$ cat config.mk
export PLATFORM = sky130hd
export DESIGN_NAME = ncca_seq_mul8_ctrl_flat
export DESIGN_NICKNAME = d
export VERILOG_FILES = /design/src/rtl/ncca_seq_mul8_ctrl_if.sv /design/src/rtl/ncca_seq_mul8_ctrl.sv /design/src/flat_wrapper.sv
export SDC_FILE = /design/constraint.sdc
export NUM_CORES = 1
export LEC_CHECK = 0
export BUFFER_PORTS_ARGS = -buffer_cell sky130_fd_sc_hd__buf_2
export CAP_MARGIN = 20
export CORE_UTILIZATION = 30
export CTS_BUF_LIST = sky130_fd_sc_hd__clkbuf_4
export CTS_CLUSTER_SIZE = 20
export DETAILED_ROUTE_END_ITERATION = 6
export GPL_TIMING_DRIVEN = 0
export SYNTH_ARGS = -nofsm -noshare
export SYNTH_HDL_FRONTEND = slang
export SYNTH_SLANG_ARGS = --single-unit
$ cat constraint.sdc
create_clock -name clk -period 3.6 [get_ports clk]
set_clock_uncertainty 0.05 [all_clocks]
set_input_delay 0.9 -clock clk [delete_from_list [all_inputs] [get_ports clk]]
set_output_delay 0.9 -clock clk [all_outputs]
set_load 0.02 [all_outputs]
$ cat src/rtl/ncca_seq_mul8_ctrl_if.sv
// ----------------------------------------------------------------------------
// ncca_seq_mul8_ctrl_if
// Bundles every handshake and data signal of the sequenced 8x8 multiplier:
//   in_valid/in_ready/a/b     operand pair from upstream
//   sub_a/sub_b/sub_mode/
//   sub_valid/sub_prod        shared external combinational sub-multiplier
//   out_valid/out_ready/prod8 accumulated product to downstream
// Handshake rule for both in_* and out_*: a transfer happens on a rising clk
// edge where valid && ready are both 1; the sender keeps valid and its data
// stable until that edge, and ready may not depend on nothing but state.
// modport slave  : the multiplier sequencer's view.
// modport master : the environment's view (operand source, sub-multiplier,
//                  result sink).
// ----------------------------------------------------------------------------
interface ncca_seq_mul8_ctrl_if #(
  parameter int SUB_W = 4
);
  localparam int W = 2 * SUB_W;

  logic               in_valid;
  logic               in_ready;
  logic [W-1:0]       a;
  logic [W-1:0]       b;
  logic [SUB_W-1:0]   sub_a;
  logic [SUB_W-1:0]   sub_b;
  logic               sub_mode;
  logic               sub_valid;
  logic [2*SUB_W-1:0] sub_prod;
  logic               out_valid;
  logic               out_ready;
  logic [2*W-1:0]     prod8;

  modport slave (
    input  in_valid, a, b, sub_prod, out_ready,
    output in_ready, sub_a, sub_b, sub_mode, sub_valid, out_valid, prod8
  );

  modport master (
    output in_valid, a, b, sub_prod, out_ready,
    input  in_ready, sub_a, sub_b, sub_mode, sub_valid, out_valid, prod8
  );
endinterface

$ cat src/rtl/ncca_seq_mul8_ctrl.sv
// ----------------------------------------------------------------------------
// ncca_seq_mul8_ctrl
// Shares one external SUB_W x SUB_W combinational sub-multiplier across the
// four partial products of a W x W multiply (W = 2*SUB_W). Partial products
// are issued HH, HL, LH, LL and summed into a 2*W-bit accumulator.
// Ports:
//   clk        rising-edge clock
//   rst_n      asynchronous active-low reset
//   bus        ncca_seq_mul8_ctrl_if.slave (operands, sub-multiplier, result)
//   dbg_state  current FSM state encoding (state_t)
// Parameters:
//   SUB_W      sub-multiplier operand width
//   ZERO_SKIP  1: a zero operand goes straight to DONE with product 0
// ----------------------------------------------------------------------------
module ncca_seq_mul8_ctrl #(
  parameter int SUB_W     = 4,
  parameter int ZERO_SKIP = 1
) (
  input  logic                      clk,
  input  logic                      rst_n,
  ncca_seq_mul8_ctrl_if.slave       bus,
  output logic [2:0]                dbg_state
);
  localparam int W = 2 * SUB_W;

  typedef enum logic [2:0] {
    S_IDLE = 3'd0,
    S_HH   = 3'd1,
    S_HL   = 3'd2,
    S_LH   = 3'd3,
    S_LL   = 3'd4,
    S_DONE = 3'd5
  } state_t;

  state_t         state_q, state_d;
  logic [W-1:0]   ra_q, ra_d;
  logic [W-1:0]   rb_q, rb_d;
  logic [2*W-1:0] acc_q, acc_d;
  logic [2*W-1:0] pp_ext;

  always_ff @(posedge clk or negedge rst_n) begin
    if (!rst_n) begin
      state_q <= S_IDLE;
      ra_q    <= '0;
      rb_q    <= '0;
      acc_q   <= '0;
    end else begin
      state_q <= state_d;
      ra_q    <= ra_d;
      rb_q    <= rb_d;
      acc_q   <= acc_d;
    end
  end

  // Sub-product zero-extended to accumulator width before shifting.
  assign pp_ext = {{(2*W-2*SUB_W){1'b0}}, bus.sub_prod};

  // Next-state and accumulator update.
  always_comb begin
    state_d = state_q;
    ra_d    = ra_q;
    rb_d    = rb_q;
    acc_d   = acc_q;
    case (state_q)
      S_IDLE: begin
        if (bus.in_valid) begin
          ra_d  = bus.a;
          rb_d  = bus.b;
          acc_d = '0;
          if ((ZERO_SKIP != 0) && ((bus.a == '0) || (bus.b == '0)))
            state_d = S_DONE;
          else
            state_d = S_HH;
        end
      end
      S_HH: begin
        acc_d   = acc_q + (pp_ext << W);
        state_d = S_HL;
      end
      S_HL: begin
        acc_d   = acc_q + (pp_ext << SUB_W);
        state_d = S_LH;
      end
      S_LH: begin
        acc_d   = acc_q + (pp_ext << SUB_W);
        state_d = S_LL;
      end
      S_LL: begin
        acc_d   = acc_q + pp_ext;
        state_d = S_DONE;
      end
      S_DONE: begin
        if (bus.out_ready) state_d = S_IDLE;
      end
      default: state_d = S_IDLE;
    endcase
  end

  // Sub-multiplier operands decode purely from state and latched operands.
  always_comb begin
    bus.sub_a     = '0;
    bus.sub_b     = '0;
    bus.sub_mode  = 1'b0;
    bus.sub_valid = 1'b0;
    case (state_q)
      S_HH: begin
        bus.sub_a     = ra_q[W-1:SUB_W];
        bus.sub_b     = rb_q[W-1:SUB_W];
        bus.sub_mode  = 1'b1;
        bus.sub_valid = 1'b1;
      end
      S_HL: begin
        bus.sub_a     = ra_q[W-1:SUB_W];
        bus.sub_b     = rb_q[SUB_W-1:0];
        bus.sub_valid = 1'b1;
      end
      S_LH: begin
        bus.sub_a     = ra_q[SUB_W-1:0];
        bus.sub_b     = rb_q[W-1:SUB_W];
        bus.sub_valid = 1'b1;
      end
      S_LL: begin
        bus.sub_a     = ra_q[SUB_W-1:0];
        bus.sub_b     = rb_q[SUB_W-1:0];
        bus.sub_valid = 1'b1;
      end
      default: ;
    endcase
  end

  // in_ready is forced low while reset is held even though state is IDLE.
  assign bus.in_ready  = rst_n && (state_q == S_IDLE);
  assign bus.out_valid = (state_q == S_DONE);
  assign bus.prod8     = acc_q;
  assign dbg_state     = state_q;
endmodule

$ cat src/flat_wrapper.sv
// flat-port wrapper written by rule: the top's interface ports become plain ports
module ncca_seq_mul8_ctrl_flat 
#(
  parameter int SUB_W     = 4,
  parameter int ZERO_SKIP = 1
)
  (clk, rst_n, dbg_state, bus_in_valid, bus_a, bus_b, bus_sub_prod, bus_out_ready, bus_in_ready, bus_sub_a, bus_sub_b, bus_sub_mode, bus_sub_valid, bus_out_valid, bus_prod8);
  ncca_seq_mul8_ctrl_if #(.SUB_W(SUB_W)) bus_i ();
  input  logic clk;
  input  logic rst_n;
  output logic [2:0] dbg_state;
  input wire logic [$bits(bus_i.in_valid)-1:0] bus_in_valid;
  input wire logic [$bits(bus_i.a)-1:0] bus_a;
  input wire logic [$bits(bus_i.b)-1:0] bus_b;
  input wire logic [$bits(bus_i.sub_prod)-1:0] bus_sub_prod;
  input wire logic [$bits(bus_i.out_ready)-1:0] bus_out_ready;
  output wire logic [$bits(bus_i.in_ready)-1:0] bus_in_ready;
  output wire logic [$bits(bus_i.sub_a)-1:0] bus_sub_a;
  output wire logic [$bits(bus_i.sub_b)-1:0] bus_sub_b;
  output wire logic [$bits(bus_i.sub_mode)-1:0] bus_sub_mode;
  output wire logic [$bits(bus_i.sub_valid)-1:0] bus_sub_valid;
  output wire logic [$bits(bus_i.out_valid)-1:0] bus_out_valid;
  output wire logic [$bits(bus_i.prod8)-1:0] bus_prod8;
  assign bus_i.in_valid = bus_in_valid;
  assign bus_i.a = bus_a;
  assign bus_i.b = bus_b;
  assign bus_i.sub_prod = bus_sub_prod;
  assign bus_i.out_ready = bus_out_ready;
  assign bus_in_ready = bus_i.in_ready;
  assign bus_sub_a = bus_i.sub_a;
  assign bus_sub_b = bus_i.sub_b;
  assign bus_sub_mode = bus_i.sub_mode;
  assign bus_sub_valid = bus_i.sub_valid;
  assign bus_out_valid = bus_i.out_valid;
  assign bus_prod8 = bus_i.prod8;
  ncca_seq_mul8_ctrl #(.SUB_W(SUB_W), .ZERO_SKIP(ZERO_SKIP)) u_core (.clk(clk), .rst_n(rst_n), .bus(bus_i), .dbg_state(dbg_state));
endmodule
-- Word level (Yosys, flattened, before mapping)
Cells that the tools add are included.
- register bits: 35
- output and inout bits: 31
- word-level logic and storage cells: 39
- $add $sub $neg: 3
- equal/unequal tests: 7
- multiplexer cells: 10
- reduce and logical (&&, ||, !) cells: 15
- operator list (cell ; count):
    one-hot mux 16 bit (4 select lines) ; 1
    one-hot mux 3 bit (6 select lines) ; 1
    adder 16 x 12 -> 16 bit ; 1
    adder 16 bit ; 1
    adder 16 x 8 -> 16 bit ; 1
    zero test 8 bit ; 2
    2-to-1 mux 16 bit ; 1
    one-hot mux 4 bit (2 select lines) ; 2
    OR reduction 2 bit ; 5
    2-to-1 mux 3 bit ; 3
    == test 3 x 2 -> 1 bit, second input constant ; 2
    == test 3 bit, second input constant ; 2
    AND reduction 2 bit ; 3
    != test 2 bit, second input constant ; 2
    nonzero test 4 bit ; 1
    OR reduction 4 bit ; 1
    == test 3 x 1 -> 1 bit, second input constant ; 1
    zero test 3 bit ; 1
    2-to-1 mux 1 bit ; 2
    logical AND 1 bit ; 1
    logical OR 1 bit ; 1

-- Longest topological paths before layout
- depth after elaboration: 5
- depth in mapped cells: 9

-- Worst setup path after synthesis
OpenSTA, ideal clock, no wires.
- path kind: input to register
- start: input bus_sub_prod[0]
- end: register u_core.acc_q[12] (netlist: u_core.bus.prod8[12])
- library setup time: 0.124 ns
- arrival time: 2.577 ns
- required time: 3.426 ns
- path slack: 0.849 ns
- stages on the path: 8
- path buffers: 0
- cell sequence: ha_1 fa_1 a21o_1 a211o_1 nand3_1 nand3_1 and4_4 a211o_1
- word-level cells in the longest chain between the ends: 2
- elaborated cells on any way between the ends: 4
- ends and longest elaborated chain (element ; line ; source):
    from (decl) ; flat_wrapper.sv:15 ; input wire logic [$bits(bus_i.sub_prod)-1:0] bus_sub_prod;
    adder 16 x 8 -> 16 bit, or another cell as far along ; ncca_seq_mul8_ctrl.sv:89 ; acc_d = acc_q + pp_ext;
    one-hot mux 16 bit (4 select lines) (*) ; ncca_seq_mul8_ctrl.sv:64 ; case (state_q)
    to (signal assigned) ; ncca_seq_mul8_ctrl.sv:46 ; acc_q <= '0;
    to (signal assigned) ; ncca_seq_mul8_ctrl.sv:51 ; acc_q <= acc_d;
    to (decl) ; ncca_seq_mul8_ctrl.sv:38 ; logic [2*W-1:0] acc_q, acc_d;
Mark *: on every way between the ends. The rest lies on a longest branch, timed or not.
A chain may end at the register's enable or synchronous reset.

-- Worst setup path in the final report
- start: register u_core.state_q[2] (netlist: u_core.dbg_state[2])
- end: output bus_sub_b[2]
- word-level cells in the longest chain between the ends: 3
- elaborated cells on any way between the ends: 7
- ends and longest elaborated chain (element ; line ; source):
    from (decl) ; ncca_seq_mul8_ctrl.sv:35 ; state_t state_q, state_d;
    from (signal assigned) ; ncca_seq_mul8_ctrl.sv:48 ; state_q <= state_d;
    == test 3 x 2 -> 1 bit, or another cell as far along ; ncca_seq_mul8_ctrl.sv:105 ; case (state_q)
    OR reduction 2 bit (no source line) ; - ;
    one-hot mux 4 bit (2 select lines) (*) ; ncca_seq_mul8_ctrl.sv:105 ;
    to (decl) ; flat_wrapper.sv:19 ; output wire logic [$bits(bus_i.sub_b)-1:0] bus_sub_b;
Marks and branches as above.

==> summary.txt <==
Status
  • Run status: completed

Placement
  • HPWL reported at the end of detailed placement: about 6 mm
  • Setup slack at placement: 480.0 ps
  • Count of buffers from port buffering: 58
  • Global placer's final weighted congestion: between 0.8 and 0.9

Timing
  • Transition time at the pin with the least slew margin: 822.0 ps
  • Maximum frequency from static timing analysis: about 0.30 GHz
  • Worst slew margin: 45.20%
  • Number of max-slew violations in the final report: 0
  • Crit share post-route: between 90 and 100%
  • Final critical path time including I/O delays and setup: 3331 ps
  • Setup violation total in the final timing report: 0
  • Worst-case setup margin in the final layout: 269.1 ps
  • Hold Fails Final Rpt: 0
  • Setup_tns: 0 ps
  • Unrepaired setup endpoints after global routing: no

Synthesis
  • Synthesized-area fraction occupied by adder cells: 11.90%
  • Sequential cell area fraction in the yosys report: 29.97%
  • Simple-gate portion of the synthesized area: 15.28%
  • Ranking of synthesized cells by area: dfrtp_1 (30%), ha_1 (9.8%), mux2_2 (8.5%)
  • Yosys top cell area share: 29.97%
  • Ys Warns: 0
  • Syn Area/Cell: a little over 9 um^2
  • Count of flip-flops with a built-in enable after synthesis: 0
  • Number of distinct standard cells referenced by the synthesized netlist: 58
  • Synth Register Bits: 35
  • Dominant combinational cell family by area after synthesis: compound AO/OA/AOI/OAI gates
  • Commonest register cell after synthesis: dfrtp_1
  • Post-synth net total: 369
  • Share of the synthesized area in compound gates (AO/OA/AOI/OAI): 24.91%
  • Area of the mapped netlist: 2923 um^2
  • Xor-xnor portion of the synthesized cell area: 6.293%
  • Synthesized instance count: 315
  • Proportion of register bits with asynchronous set or reset after synthesis: 100.0%
  • Cell type with the largest total area after synthesis: dfrtp_1
  • Proportion of synthesized area in mux cells: 9.161%

Pwr
  • Reported leakage power: around 1.6 nW
  • Total chip power: 3.025 mW
  • Pwr/cell area: 884.4 nW/um^2
  • Max VDD drop: 0.0003179 V

Die
  • Starting density of the core: between 30% and 40%
  • Die Height: 100.7 um
  • Number of cell rows: 35
  • Die area: 10140 um^2
  • Chip Width: 100.7 um
  • Number of top-level pins: 59
  • Core region area: 9328 um^2

Critical path
  • Required time of the critical path: 2650 ps
  • Crit path launch type: register
  • Cell count of the worst reg-to-reg path: 7
  • CP Data Arrival Time: 2380 ps
  • Endpoint class of the critical path: output pin
  • Register-to-register path setup slack: 1010 ps
  • Critical path class: register to output pin
  • Largest fanout on the critical path: 10

Route
  • Remaining routing DRC violations: 0
  • Router iterations before antenna repair: 4
  • Starting DRC count in detailed routing: 99
  • Detailed Route WL: 7.876 mm
  • Count of antenna-violating nets left after detailed routing: 0
  • DR WL/cell: 15.47 um
  • Via count: 2659
  • Via/cell ratio: between 5 and 6

GRT
  • Global-route usage over all layers: around 16%
  • Number of antenna violations at the first check in global routing: 0
  • Met3 global-route usage: 2.774%
  • Largest net degree at the start of global routing: 37
  • Met2 GRT Util: between 20% and 30%
  • Global routing's busiest layer: met2
  • Global-route congestion overflow total: 0
  • Vias in the first global route: between 2000 and 3000
  • Met1 Use GR: 23.68%
  • First-pass GRT wire length: between 10 and 15 mm

CTS
  • TritonCTS clock tree: done
  • H-tree depth: 2
  • Reg clk slew, reported paths: 120 ps
  • Clk buf depth: 2
  • Number of buffers created by CTS: 5
  • Post-CTS Setup Bufs: 0
  • Clk sinks: 35
  • Skew-Pair Late Insertion Delay: roughly 350 ps
  • Hold_buf cts: 0
  • Root buf cell: clkbuf_4
  • Post-CTS sizing: 0

Job
  • Number of max-cap violations: 0

Cells and area
  • P&R area growth vs syn: 17.04%
  • Fraction of final layout cells with drive strength greater than 1: 26.05%
  • ANT cells: 0
  • Net count reported at finish: roughly 430

Min path
  • HP Class: register to register
  • Worst hold stages: 1
## logic make-up (layout without fill, tap and decap cells)
| group | count (synthesis) | after routing |
|---|---|---|
| mux | 24 | 24 |
| fa+ha+maj | 26 | 26 |
| xor+xnor | 21 | 21 |
| compound gates | 107 | 107 |
| simple gates | 84 | 84 |
| buf+inv | 18 | 83 |
| flops | 35 | 35 |
## worst paths after layout
path / endpoint / startpoint
max: bus_sub_b[2] / u_core.dbg_state[2]$_DFFE_PN0P_
min: u_core.rb_q[5]$_DFFE_PN0P_ / u_core.rb_q[5]$_DFFE_PN0P_
max reg2reg: u_core.bus.prod8[12]$_DFFE_PN0P_ / u_core.bus.prod8[4]$_DFFE_PN0P_
min reg2reg: u_core.rb_q[5]$_DFFE_PN0P_ / u_core.rb_q[5]$_DFFE_PN0P_
max in group asynchronous: u_core.bus.prod8[14]$_DFFE_PN0P_ / rst_n
min in group asynchronous: u_core.ra_q[6]$_DFFE_PN0P_ / rst_n
## worst max-delay path: stages, from the launching register on
cell and delay (ps):
dfrtp_1 370, clkbuf_1 280, clkbuf_1 340, and2_1 180
clkbuf_1 450, nand2_1 120, o21ai_0 110, buf_2 200
## sequential cells by signal, summed over array words and instances, names as in the netlist
name,cells
u_core.rb_q,8
u_core.dbg_state,3
u_core.bus.prod8,16
u_core.ra_q,8
## Yosys cell counts, types with 5 or more instances
cell	number
clkbuf_1	7
a211oi_1	8
a22oi_1	13
dfrtp_1	35
o21ai_0	28
inv_1	5
ha_1	23
xnor2_1	13
nor4_1	6
nor2_1	17
a21o_1	9
nand2_1	25
a21oi_1	13
mux2_2	22
xor2_1	8
## metal layers
| metal | vias up | share of wire [%] |
|---|---|---|
| li1 | 1330 | - |
| met3 | 18 | 4.9 |
| met1 | 1239 | 48 |
| met4 | 0 | 2.3 |
| met2 | 72 | 44 |
| met5 | - | 0 |
## report_power, final
part | switching [mW] | internal (mW) | leakage, nW | total, mW
combinational | 1.16 | 0.874 | 1.10 | 2.03
sequential | 0.201 | 0.580 | 0.432 | 0.781
clock | 0.144 | 0.0694 | 0.0285 | 0.213
## layout make-up
type,count,area [um^2]
Fill cell,966,5907
Multi-Input combinational cell,262,1974
Sequential cell,35,875.8
Timing Repair Buffer,58,290.3
Tap cell,129,161.4
Buffer,13,53.80
Clock buffer,5,37.54
Inverter,5,18.77
Clock inverter,2,8.758
## through the flow
step | instance area (um^2) | utilization [%] | hold slack [ps] | cells
2_1_floorplan | 2923 | - | 431.7 | 315
3_3_place_gp | 3374 | 36.18 | 442.2 | 502
3_5_place_dp | 3374 | 36.18 | 452.2 | 502
4_1_cts | 3421 | 36.67 | 480.5 | 509
5_1_grt | 3421 | 36.67 | 499.0 | 509
6_report | 3421 | 36.67 | 477.1 | 509
## layout by cell type, fill, tap and decap left out, types with 2 or more instances in the layout
cell type / instances
nor2_1: 17
a31oi_1: 3
o221ai_1: 2
nand2b_1: 4
and2_1: 3
o21bai_1: 2
o211ai_1: 2
and3_1: 2
xor2_1: 8
nor2b_1: 4
o31a_1: 2
clkbuf_1: 7
o21ai_0: 28
mux2i_1: 2
nor3b_1: 3
ha_1: 23
fa_1: 3
inv_1: 5
o21a_1: 4
nand3_1: 4
nor3_1: 3
mux2_2: 22
a211o_1: 4
buf_1: 2
a22oi_1: 13
a221oi_1: 2
a221o_1: 3
xnor2_1: 13
a211oi_1: 8
nand2_1: 25
dfrtp_1: 35
a21oi_1: 13
clkbuf_4: 5
o21ai_1: 3
a21o_1: 9
nor4_1: 6
buf_2: 62
(Power assumes the default switching activity.)
